--- src/rtl/i2c_master_core.sv ---
// rtl/i2c_master_core.sv - byte-level I2C master for single-register read/write transactions
//
// Purpose: executes one register transaction per request (write: START, addr+W,
// reg, data, STOP; read: START, addr+W, reg, repeated START, addr+R, byte, NACK,
// STOP) on open-drain SCL/SDA, and reports busy, read data and ACK errors.
//
// Ports:
//   clk, rst        system clock, asynchronous active-low reset
//   data_valid      one-cycle transaction request
//   rw              0 = write, 1 = read
//   slave_addr      7-bit device address
//   reg_addr        register address
//   reg_data        write data (ignored for reads)
//   core_busy       high while a request is accepted or in progress
//   rd_data         last byte read
//   rd_valid        one-cycle pulse when rd_data updates
//   ack_err         sticky NACK flag for the last transaction
//   scl_oe, sda_oe  1 = pull line low, 0 = release
//   sda_in          sampled SDA line level
module i2c_master_core #(
  parameter int CLK_FREQ = 50000000,
  parameter int I2C_FREQ = 100000
) (
  input  logic       clk,
  input  logic       rst,
  input  logic       data_valid,
  input  logic       rw,
  input  logic [6:0] slave_addr,
  input  logic [7:0] reg_addr,
  input  logic [7:0] reg_data,
  output logic       core_busy,
  output logic [7:0] rd_data,
  output logic       rd_valid,
  output logic       ack_err,
  output logic       scl_oe,
  output logic       sda_oe,
  input  logic       sda_in
);

  localparam int QDIV = CLK_FREQ / (4 * I2C_FREQ);
  localparam int CW   = (QDIV > 1) ? $clog2(QDIV) : 1;
  localparam logic [CW-1:0] QMAX = CW'(QDIV - 1);

  typedef enum logic [3:0] {
    S_IDLE, S_START, S_ADDR_W, S_ACK_A, S_REG, S_ACK_R, S_WDATA, S_ACK_D,
    S_RSTART, S_ADDR_R, S_ACK_A2, S_RDATA, S_MNACK, S_STOP, S_BUSFREE
  } state_t;

  state_t          r_state;
  logic [CW-1:0]   r_tick_cnt;
  logic [1:0]      r_q;
  logic [2:0]      r_bit;
  logic [7:0]      r_tx;
  logic [7:0]      r_rx;
  logic            r_rw;
  logic [6:0]      r_addr;
  logic [7:0]      r_reg;
  logic [7:0]      r_data;
  logic            r_busy;
  logic            r_scl_oe;
  logic            r_sda_oe;
  logic [7:0]      r_rd_data;
  logic            r_rd_valid;
  logic            r_ack_err;
  logic            w_tick;
  logic            w_idle;

  assign w_idle    = (r_state == S_IDLE);
  assign w_tick    = !w_idle && (r_tick_cnt == QMAX);
  // Combinational term covers the acceptance cycle itself.
  assign core_busy = r_busy | (data_valid & w_idle);
  assign rd_data   = r_rd_data;
  assign rd_valid  = r_rd_valid;
  assign ack_err   = r_ack_err;
  assign scl_oe    = r_scl_oe;
  assign sda_oe    = r_sda_oe;

  // Quarter-bit tick divider, parked at zero while idle.
  always_ff @(posedge clk or negedge rst) begin
    if (!rst) begin
      r_tick_cnt <= '0;
    end else if (w_idle || r_tick_cnt == QMAX) begin
      r_tick_cnt <= '0;
    end else begin
      r_tick_cnt <= r_tick_cnt + 1'b1;
    end
  end

  // Every action happens on the tick that ends quarter r_q. In bit slots:
  // end of Q0 releases SCL, end of Q2 samples SDA and pulls SCL low, end of
  // Q3 finishes the bit and presents SDA for the next slot's Q0.
  always_ff @(posedge clk or negedge rst) begin
    if (!rst) begin
      r_state    <= S_IDLE;
      r_q        <= 2'd0;
      r_bit      <= 3'd0;
      r_tx       <= 8'h00;
      r_rx       <= 8'h00;
      r_rw       <= 1'b0;
      r_addr     <= 7'h00;
      r_reg      <= 8'h00;
      r_data     <= 8'h00;
      r_busy     <= 1'b0;
      r_scl_oe   <= 1'b0;
      r_sda_oe   <= 1'b0;
      r_rd_data  <= 8'h00;
      r_rd_valid <= 1'b0;
      r_ack_err  <= 1'b0;
    end else begin
      r_rd_valid <= 1'b0;
      if (r_state == S_IDLE) begin
        if (data_valid) begin
          r_rw      <= rw;
          r_addr    <= slave_addr;
          r_reg     <= reg_addr;
          r_data    <= reg_data;
          r_ack_err <= 1'b0;
          r_busy    <= 1'b1;
          r_q       <= 2'd0;
          r_bit     <= 3'd0;
          r_state   <= S_START;
        end
      end else if (w_tick) begin
        r_q <= r_q + 2'd1;
        case (r_state)
          S_START: begin
            // SDA falls with SCL high, held for two ticks, then SCL falls.
            if (r_q == 2'd0) r_sda_oe <= 1'b1;
            if (r_q == 2'd2) r_scl_oe <= 1'b1;
            if (r_q == 2'd3) begin
              r_tx     <= {r_addr, 1'b0};
              r_sda_oe <= ~r_addr[6];
              r_state  <= S_ADDR_W;
            end
          end
          S_ADDR_W, S_REG, S_WDATA, S_ADDR_R: begin
            if (r_q == 2'd0) r_scl_oe <= 1'b0;
            if (r_q == 2'd2) r_scl_oe <= 1'b1;
            if (r_q == 2'd3) begin
              r_bit <= r_bit + 3'd1;
              if (r_bit == 3'd7) begin
                r_sda_oe <= 1'b0;
                case (r_state)
                  S_ADDR_W: r_state <= S_ACK_A;
                  S_REG:    r_state <= S_ACK_R;
                  S_WDATA:  r_state <= S_ACK_D;
                  default:  r_state <= S_ACK_A2;
                endcase
              end else begin
                r_tx     <= {r_tx[6:0], 1'b0};
                r_sda_oe <= ~r_tx[6];
              end
            end
          end
          S_ACK_A, S_ACK_R, S_ACK_D, S_ACK_A2: begin
            if (r_q == 2'd0) r_scl_oe <= 1'b0;
            if (r_q == 2'd2) begin
              r_scl_oe <= 1'b1;
              if (sda_in) r_ack_err <= 1'b1;
            end
            if (r_q == 2'd3) begin
              if (r_ack_err) begin
                r_sda_oe <= 1'b1;
                r_state  <= S_STOP;
              end else begin
                case (r_state)
                  S_ACK_A: begin
                    r_tx     <= r_reg;
                    r_sda_oe <= ~r_reg[7];
                    r_state  <= S_REG;
                  end
                  S_ACK_R: begin
                    if (r_rw) begin
                      r_sda_oe <= 1'b0;
                      r_state  <= S_RSTART;
                    end else begin
                      r_tx     <= r_data;
                      r_sda_oe <= ~r_data[7];
                      r_state  <= S_WDATA;
                    end
                  end
                  S_ACK_D: begin
                    r_sda_oe <= 1'b1;
                    r_state  <= S_STOP;
                  end
                  default: begin
                    r_sda_oe <= 1'b0;
                    r_state  <= S_RDATA;
                  end
                endcase
              end
            end
          end
          S_RSTART: begin
            // SDA already released: raise SCL, drop SDA, drop SCL.
            if (r_q == 2'd0) r_scl_oe <= 1'b0;
            if (r_q == 2'd1) r_sda_oe <= 1'b1;
            if (r_q == 2'd2) r_scl_oe <= 1'b1;
            if (r_q == 2'd3) begin
              r_tx     <= {r_addr, 1'b1};
              r_sda_oe <= ~r_addr[6];
              r_state  <= S_ADDR_R;
            end
          end
          S_RDATA: begin
            if (r_q == 2'd0) r_scl_oe <= 1'b0;
            if (r_q == 2'd2) begin
              r_scl_oe <= 1'b1;
              r_rx     <= {r_rx[6:0], sda_in};
            end
            if (r_q == 2'd3) begin
              r_bit <= r_bit + 3'd1;
              if (r_bit == 3'd7) r_state <= S_MNACK;
            end
          end
          S_MNACK: begin
            // SDA stays released for the ninth clock: master NACK.
            if (r_q == 2'd0) r_scl_oe <= 1'b0;
            if (r_q == 2'd2) r_scl_oe <= 1'b1;
            if (r_q == 2'd3) begin
              r_sda_oe <= 1'b1;
              r_state  <= S_STOP;
            end
          end
          S_STOP: begin
            if (r_q == 2'd0) r_scl_oe <= 1'b0;
            if (r_q == 2'd2) r_sda_oe <= 1'b0;
            if (r_q == 2'd3) begin
              // A read that saw no NACK necessarily went through RDATA.
              if (r_rw && !r_ack_err) begin
                r_rd_data  <= r_rx;
                r_rd_valid <= 1'b1;
              end
              r_state <= S_BUSFREE;
            end
          end
          S_BUSFREE: begin
            if (r_q == 2'd3) begin
              r_busy  <= 1'b0;
              r_state <= S_IDLE;
            end
          end
          default: r_state <= S_IDLE;
        endcase
      end
    end
  end

endmodule

--- config.mk ---
export PLATFORM = sky130hd
export DESIGN_NAME = i2c_master_core
export DESIGN_NICKNAME = d
export VERILOG_FILES = /design/src/rtl/i2c_master_core.sv
export SDC_FILE = /design/constraint.sdc
export NUM_CORES = 1
export LEC_CHECK = 0
export BUFFER_PORTS_ARGS = -buffer_cell sky130_fd_sc_hd__buf_4
export CORE_MARGIN = 5
export CORE_UTILIZATION = 50
export CTS_BUF_LIST = sky130_fd_sc_hd__clkbuf_8
export DETAILED_ROUTE_END_ITERATION = 16
export PLACE_DENSITY = 0.67
export SYNTH_ARGS = -nofsm -noshare
export SYNTH_HDL_FRONTEND = slang
export SYNTH_SLANG_ARGS = --single-unit
--- constraint.sdc ---
create_clock -name clk -period 2.1 [get_ports clk]
set_clock_uncertainty 0.05 [all_clocks]
set_input_delay 0.42 -clock clk [delete_from_list [all_inputs] [get_ports clk]]
set_output_delay 0.42 -clock clk [all_outputs]
set_load 0.02 [all_outputs]
==> results.ini <==
[setup_path]
cp_max_fo=8
cp_slowest_cell=dfrtp_2
rrSetupSlack_ns=0.08
crit_chain=buf_4 -> buf_4 -> buf_4 -> nor2b_2 -> a22oi_1 -> o2111ai_4 -> buf_4 -> mux2i_1
worstPathRequired_ns=2.27
endpoint=r_tx[4]
max_stage_delay_ns=0.44
ff2ff_path_depth=8
startpoint=r_state[2]
r2r-start=r_state[2]
worst_setup_path_start_kind=flip-flop
crit_arrival_ns=2.19
crit_type=reg -> reg
worstSetupEndpointType=flip-flop
crit_top_cell=buf_4
worstReg2RegEnd=r_tx[4]

[detailed_routing]
drt_pre_antenna_iters=4
drtIter0Drc=112
wire_per_inst_um=15.74
drc=0
wirelength_um=7714
antenna_left=0
vias_per_cell=5.449
routed-via-count=2670

[clock_network]
numCtsBuffers=9
cts_tree=built
clk_pin_slew_ns=0.08
cts.path.max_buffers=2
cts_sinks=68
insertion_delay_ns=0.35
htreeDepth=3
cts-root-buf=clkbuf_8

[global_route]
grt_max_degree=46
use_met3=0.04303
grt_pass1_vias=2635
grt_util_met2=0.3059
grt_pass1_wl_um=12720
grt_util_met1=0.2357
top_usage_layer=met2
grt.total_usage=0.1854
overflow=0
antenna_found_initial=0

[power]
swShare=0.2294
ir_drop_v=0.0002958
powerDensity_mw_per_mm2=550.9
clkPwrFrac=0.441
power.leakage_nw=2.231
seqPwrFrac=0.531
p_sw_uw=565.2
p_int_mw=1.898
p_comb_frac=0.028

[yosys]
syn-num-nets=353
synthArstFlopShare=1.000
synthTopCellsByCount=dfrtp_1, mux2_2, nor2_1
synth_edf_count=0
yosysSeqAreaShare=0.4729
synth_area_leaders=dfrtp_1, mux2_2, mux2i_1
synth_top_cell_by_area=dfrtp_1
ys_ff_latch=68
synth.cell_area_mm2=0.003598
syn_area_per_cell_um2=11.35
yosysMostFrequentCell=dfrtp_1
synth_cell_type_count=62
netlist.area_leader.share=0.4729
yosys_warnings=0
ys.flop_type=dfrtp_1
syn_inst=317

[timing]
relSlewSlack=0.7432
max_freq_ghz=0.4951
report.final.slew_viol_count=0
tightest_slew_ns=0.3816
fin_hold_ws_ns=0.2445
tns_ns=0
min_period_ns=2.020
setup-violations-final=0
hold_violations=0
finalCritPeriodShare=0.9618

[floorplanning]
die_h_um=94.84
ios=41
die_width_um=94.84
rows=31
dieArea_mm2=0.008994
initial_core_util=0.5042
core-area_mm2=0.007137

[placement]
io_buffers=40
placed_cells=467
dp_hpwl_um=5720
place.gp.congestion=0.9100

[final_layout]
layout-drive-gt1-share=0.4015
fin_nets=422
antenna_cells=0
layout.cells.non_filler=490
area_growth_pct=24.27

[min_path]
min_from=reg_data[6]
min_path_type=in -> reg

[run_status]
outcome=complete, no violations

[job]
maxCapViolCount=0

==> cell type report <==
| type | count | area (um2) |
|---|---|---|
| clock buffers | 9 | 123.9 |
| clock inverters | 7 | 75.07 |
| fillers | 601 | 2665 |
| inverters | 17 | 63.81 |
| multi-input cells | 215 | 1760 |
| flip-flops and latches | 68 | 1705 |
| well taps | 99 | 123.9 |
| repair buffers | 75 | 619.3 |
==> worst max-delay path: cells and delay by family (launching register included) <==
kind,cells,cell delay (ns)
buffers and inverters,4,0.65
AO/OA/AOI/OAI,2,0.46
flip-flops,1,0.44
AND/OR/NAND/NOR,1,0.16
multiplexers,1,0.12
==> cells by family after synthesis <==
kind of cell    Yosys count  share of synthesized area
simple gates             85                     0.1325
flops                    68                     0.4729
compound gates           58                     0.1224
mux                      58                     0.1825
buf+inv                  34                    0.04728
fa+ha+maj                 8                    0.02782
xor+xnor                  6                    0.01460
==> worst min-delay path by stage <==
stage	end	slack, ns	depth (start not counted)
after floorplan	ack_err	0.07	0
after global placement	r_tick_cnt[4]	0.30	1
after detailed placement	r_tick_cnt[4]	0.30	1
after CTS	r_data[6]	0.24	2
after global routing	r_reg[5]	0.23	2
final	r_data[6]	0.24	2
==> cell usage in the layout, fill, tap and decap left out, types with 2 or more instances in the layout <==
cell type / n
buf_4: 69
dfrtp_1: 65
mux2_2: 37
nand2_1: 19
nor2_1: 19
inv_1: 16
mux2i_1: 14
o21ai_0: 13
a21oi_1: 9
clkbuf_8: 9
ha_1: 8
nand3_1: 6
a221oi_1: 6
xor2_1: 5
nor2b_1: 5
mux2_4: 5
and3_1: 4
nor3_1: 4
buf_12: 4
and2_1: 3
o21a_1: 3
o221ai_1: 3
clkinvlp_4: 3
dfrtp_2: 3
and4_1: 2
a21oi_4: 2
or2_2: 2
a22o_1: 2
nor2_2: 2
nor2b_2: 2
a22oi_1: 2
a31oi_1: 2
a211oi_1: 2
o21bai_1: 2
nand3b_1: 2
a21o_1: 2
nor4_1: 2
inv_6: 2
==> routing by layer <==
metal | share of wire | vias to the layer above
met2 | 0.50 | 85
met4 | 0.019 | 0
met3 | 0.044 | 17
met1 | 0.44 | 1293
li1 | - | 1275
met5 | 0 | -
==> metrics by stage <==
| stage | util | cell area, um2 | setup slack (ns) | power, mW |
|---|---|---|---|---|
| after detailed placement | 0.5835 | 4164 | 0.05858 | 1.406 |
| after floorplan | - | 3598 | 0.2317 | 1.335 |
| after CTS | 0.6215 | 4436 | 0.007892 | 2.489 |
| after global routing | 0.6266 | 4472 | -0.0005309 | 2.552 |
| final | 0.6266 | 4472 | 0.08029 | 2.464 |
| after global placement | 0.5835 | 4164 | 0.09862 | 1.406 |
==> power groups by stage <==
stage / Clock [mW] / Combinational (mW) / Sequential, mW
after detailed placement: 0 / 0.0718 / 1.33
after global placement: 0 / 0.0720 / 1.33
after floorplan: 0 / 0.000799 / 1.33
after global routing: 1.17 / 0.0789 / 1.31
final: 1.09 / 0.0699 / 1.31
after CTS: 1.11 / 0.0734 / 1.31
==> timing repair <==
item	4_1_cts	5_1_grt
endpoints found under the hold margin	23	0
setup endpoints to repair	1	8
pin swaps	1	3
hold buffers	1	0
setup buffers	5	1
resized for setup	4	7
Note: power is estimated with default switching activity, not from simulation.
